$ cat src/rtl/wb_pkg.sv
// Shared definitions for the writeback select unit: state encoding,
// default constant-select settings and the drop-counter width.
package wb_pkg;

   typedef enum logic {
      IDLE = 1'b0,
      HOLD = 1'b1
   } wb_state_t;

   localparam int          DEF_CONST_SEL = 7;
   localparam logic [31:0] DEF_CONST_VAL = 32'h0000_00E3;
   localparam int          DROP_W        = 4;

endpackage

$ cat src/rtl/wb_src_decode.sv
// Combinational select decode: maps a select code to either one of the
// sources or the constant, and flags codes beyond NUM_SRC as illegal.
// Codes above CONST_SEL are shifted down by one so no source is hidden
// behind the constant slot.
module wb_src_decode
   import wb_pkg::*;
#(
   parameter int                DATA_W    = 32,
   parameter int                NUM_SRC   = 8,
   parameter int                SEL_W     = 4,
   parameter int                CONST_SEL = DEF_CONST_SEL,
   parameter logic [DATA_W-1:0] CONST_VAL = DATA_W'(DEF_CONST_VAL)
) (
   input  logic [NUM_SRC*DATA_W-1:0] src_data,
   input  logic [SEL_W-1:0]          sel,
   output logic                      legal,
   output logic [DATA_W-1:0]         mapped
);

   localparam logic [SEL_W-1:0] CSEL = SEL_W'(CONST_SEL);
   localparam logic [SEL_W-1:0] NSEL = SEL_W'(NUM_SRC);

   logic [SEL_W-1:0] idx;

   // Resolve select code to a source index or the constant
   always_comb begin
      legal  = (sel <= NSEL);
      mapped = '0;
      idx    = '0;
      if (sel < CSEL) begin
         idx = sel;
      end else begin
         idx = sel - 1'b1;
      end
      if (legal) begin
         if (sel == CSEL) begin
            mapped = CONST_VAL;
         end else begin
            for (int unsigned k = 0; k < NUM_SRC; k++) begin
               if (idx == SEL_W'(k)) begin
                  mapped = src_data[k*DATA_W +: DATA_W];
               end
            end
         end
      end
   end

endmodule

$ cat src/rtl/wb_select_unit.sv
// Writeback select unit: captures the selected source on a request,
// holds it with a valid flag until the register file accepts it, and
// tracks illegal selects and requests dropped while busy.
module wb_select_unit
   import wb_pkg::*;
#(
   parameter int                DATA_W    = 32,
   parameter int                NUM_SRC   = 8,
   parameter int                SEL_W     = 4,
   parameter int                CONST_SEL = DEF_CONST_SEL,
   parameter logic [DATA_W-1:0] CONST_VAL = DATA_W'(DEF_CONST_VAL)
) (
   input  logic                      clk,
   input  logic                      reset,
   input  logic [NUM_SRC*DATA_W-1:0] src_data,
   input  logic [SEL_W-1:0]          sel,
   input  logic                      wb_req,
   input  logic                      wb_ready,
   output logic [DATA_W-1:0]         wb_data,
   output logic                      wb_valid,
   output logic                      busy,
   output logic                      sel_err,
   output logic [DROP_W-1:0]         drop_cnt
);

   wb_state_t           state;
   logic                dec_legal;
   logic [DATA_W-1:0]   dec_value;

   wb_src_decode #(
      .DATA_W    (DATA_W),
      .NUM_SRC   (NUM_SRC),
      .SEL_W     (SEL_W),
      .CONST_SEL (CONST_SEL),
      .CONST_VAL (CONST_VAL)
   ) u_decode (
      .src_data (src_data),
      .sel      (sel),
      .legal    (dec_legal),
      .mapped   (dec_value)
   );

   assign busy = (state == HOLD);

   // Capture/hold FSM with sticky error flag and saturating drop counter
   always_ff @(posedge clk) begin
      if (!reset) begin
         state    <= IDLE;
         wb_data  <= '0;
         wb_valid <= 1'b0;
         sel_err  <= 1'b0;
         drop_cnt <= '0;
      end else begin
         case (state)
            IDLE: begin
               if (wb_req) begin
                  if (dec_legal) begin
                     wb_data  <= dec_value;
                     wb_valid <= 1'b1;
                     state    <= HOLD;
                  end else begin
                     sel_err  <= 1'b1;
                  end
               end
            end
            HOLD: begin
               if (wb_req && (drop_cnt != '1)) begin
                  drop_cnt <= drop_cnt + 1'b1;
               end
               if (wb_ready) begin
                  wb_valid <= 1'b0;
                  state    <= IDLE;
               end
            end
            default: begin
               state    <= IDLE;
               wb_valid <= 1'b0;
            end
         endcase
      end
   end

endmodule

$ cat config.mk
export PLATFORM = sky130hd
export DESIGN_NAME = wb_select_unit
export DESIGN_NICKNAME = d
export VERILOG_FILES = /design/src/rtl/wb_pkg.sv /design/src/rtl/wb_src_decode.sv /design/src/rtl/wb_select_unit.sv
export SDC_FILE = /design/constraint.sdc
export NUM_CORES = 1
export LEC_CHECK = 0
export BUFFER_PORTS_ARGS = -buffer_cell sky130_fd_sc_hd__buf_2
export CORE_AREA = 2 2 117 119
export CTS_CLUSTER_DIAMETER = 150
export CTS_CLUSTER_SIZE = 14
export DETAILED_ROUTE_END_ITERATION = 6
export DIE_AREA = 0 0 119 121
export PLACE_DENSITY_LB_ADDON = 0.3
export SLEW_MARGIN = 20
export SYNTH_ARGS = -nofsm -noshare
export SYNTH_HDL_FRONTEND = slang
export SYNTH_SLANG_ARGS = --single-unit
export TNS_END_PERCENT = 50
$ cat constraint.sdc
create_clock -name clk -period 3 [get_ports clk]
set_input_delay 0.3 -clock clk [delete_from_list [all_inputs] [get_ports clk]]
set_output_delay 0.3 -clock clk [all_outputs]
set_load 0.01 [all_outputs]
==> results.tsv <==
stage	metric	value	unit
global_routing	grt_pass1_vias	5817	
worst_setup_path	r2r-start	busy	
cts	cts_sinks	39	
die	rows	42	
synthesis	ys_ff_latch	39	
worst_setup_path	worst-path-buf-inv	3	
worst_setup_path	crit_slowest_cell	a21oi_2	
worst_hold_path	whs_path_depth	3	
sta	final_hold_viol_count	0	
route	via_per_inst	5.75	
synthesis	syn_avg_cell_area	7.22	sq um
global_routing	grt_usage	26.6	%
die	io_pins	303	
layout	multi_input_area	3360	sq um
cts	cts_buffers	5	
route	drt_first_pass_iters	4	
synthesis	synth_edf_count	0	
layout	seq_area	781	sq um
worst_setup_path	required	3.17	ns
worst_hold_path	min_to	busy	
sta	setup_viol	0	
layout	drive_gt1_share	40.7	%
layout	layout.filler_cells	1374	
synthesis	synth_top_cell_area_share	17.8	%
placed_design	numPortBuffers	302	
layout	n_antenna_cell	0	
synthesis	syn_area	4380	sq um
cts	cts.clk_slew.worst_paths	0.06	ns
synthesis	ys_top_cells_by_area	dfxtp_1, mux2i_1, nand2_1	
outcome	status	completed	
placed_design	gp_congestion	0.920	
cts	clk_latency	0.29	ns
run	max-cap-violations	0	
placed_design	dpl.hpwl	15700	um
worst_setup_path	timing.rr.end	wb_data[22]	
synthesis	ys_types	58	
worst_setup_path	critPathKind	in -> reg	
global_routing	grt_pass1_wl	30600	um
route	drt_wl_total	20100	um
cts	ctsHoldBuffers	0	
layout	syn2layout_area_growth	43.0	%
route	wl_per_cell	18.9	um
synthesis	synthArstFlopShare	0	%
sta	finalSetupTns	0	ns
sta	finClkSkew	0.00686	ns
die	die-area	14400	sq um
die	coreArea	13100	sq um
sta	fmax	0.425	GHz
route	vias	6122	
worst_setup_path	slowest_delay	0.48	ns
die	die_x	119	um
pwr	leakagePower	0.00283	uW
worst_setup_path	crit_chain	buf_2 -> inv_2 -> ha_1 -> nor4b_2 -> mux2_4 -> a21oi_2 -> buf_4 -> nor2_2 -> a2111oi_2 -> nor2_1	
layout	finalNetCount	1154	
global_routing	grt_max_degree	61	
global_routing	grt-ovfl-total	0	
synthesis	yosys-top-cells-count	nand2_1, a21oi_1, mux2i_1	
sta	fin_crit	2.35	ns
worst_setup_path	r2r_cells	6	
route	antenna_left	0	
worst_setup_path	cpLargestDelayFamily	compound AO/OA/AOI/OAI gates	
sta	slew_headroom	40.1	%
sta	rsz0062_at_grt	false	
global_routing	antenna_found_initial	0	
pwr	ir_worst_vdd	0.205	mV
cts	postCtsSetupBuffers	0	
sta	tightest_slew	0.899	ns
worst_setup_path	critPathLaunchType	primary input	
worst_hold_path	hp-class	in -> reg	
route	drt_iter0_drc	366	
layout	post-route-util	47.9	%
sta	finalMaxSlewViolations	0	
synthesis	yosysSeqAreaShare	17.8	%
synthesis	yosysTopAreaCell	dfxtp_1	
cts	cts_resized	0	
cts	clockRootBuffer	clkbuf_16	
synthesis	ys.flop_type	dfxtp_1	
die	fp.dieH	121	um
synthesis	yosys_warnings	0	
sta	period_share	78.5	%
worst_setup_path	arrival	2.52	ns
route	drc_errors	0	
worst_setup_path	crit_path_max_fanout	13	
die	start_util	33.5	%
cts	htree_levels	2	
worst_setup_path	ff2ff_setup_slack	1.30	ns
synthesis	syn_inst	607	
pwr	power_density	329	nW/um^2
synthesis	synth.most_common_cell	nand2_1	
cts	cts_tree	built	
worst_setup_path	critPathCaptureType	register	
worst_hold_path	min-delay-start	wb_ready	
synthesis	syn_nets	874	
cts	clockBufferDepth	2	
==> worst max-delay path by stage <==
| stage | cells past startpoint | start | end |
|---|---|---|---|
| final | 10 | sel[0] | wb_data[7] |
| after global routing | 9 | sel[0] | wb_data[1] |
| after CTS | 10 | sel[0] | wb_data[1] |
| after detailed placement | 10 | sel[0] | wb_data[1] |
| after global placement | 10 | sel[0] | wb_data[7] |
| after floorplan | 10 | sel[1] | wb_data[25] |
==> per-layer routing <==
layer  vias to the layer above  share of wire [%]  track usage, %
met5                         -                  0               0
met4                         0                2.2            7.22
met3                        35                7.4            3.81
met2                       329                 49            47.0
met1                      2823                 42            33.7
li1                       2935                  -               -
==> state kept, by name, indices dropped and copies added, names as in the netlist <==
name,cells
wb_data,32
busy,1
wb_valid,1
sel_err,1
drop_cnt,4
==> layout make-up <==
cell class	instances	share of cell area, %
clock buffer	6	2.06
clock inverter	2	0.200
inverter	4	0.240
multi-input combinational	506	53.7
sequential	39	12.5
tap	176	3.52
timing repair buffer	331	27.8
==> kinds of logic after synthesis <==
family,synth area share [%]
AO/OA/AOI/OAI,45.1
AND/OR/NAND/NOR,15.0
buffers and inverters,6.51
multiplexers,13.4
flip-flops,17.8
XOR/XNOR,1.34
adder cells (fa/ha/maj),0.857
==> power by group <==
part	total, uW	switching [uW]	leakage (uW)	internal [uW]
clock	545	237	0.0000669	308
sequential	566	17.9	0.000318	548
combinational	953	533	0.00244	419
total	2060	788	0.00283	1280
==> worst reg2reg max path: stages, from the launching register on <==
cell	delay (ns)
dfxtp_1	0.35
nand2b_1	0.23
a21oi_1	0.54
nor2_2	0.05
buf_4	0.24
nand2_1	0.12
o21ai_1	0.06
==> through the flow <==
stage,cell area (sq um),hold slack (ns),total power (uW),setup WS (ns),std cells
after detailed placement,6110,0.439,1520,0.357,1056
final,6260,0.300,2060,0.646,1064
after floorplan,4380,0.455,1120,0.725,607
after global routing,6260,0.318,2180,0.432,1064
after global placement,6110,0.436,1520,0.393,1056
after CTS,6250,0.293,2070,0.648,1064
==> cells in the final DEF (no fill, tap or decap), drive strengths merged, types with 7 or more instances in the layout <==
cell,instances
a21oi,58
a31oi,9
buf,331
dfxtp,39
mux2i,55
nand2,74
nand2b,7
nand3,13
nor2,44
o211ai,20
o21ai,68
o221ai,29
o22a,19
o22ai,28
o2bb2ai,8
o311ai,19
Note: power is estimated with default switching activity, not from simulation.
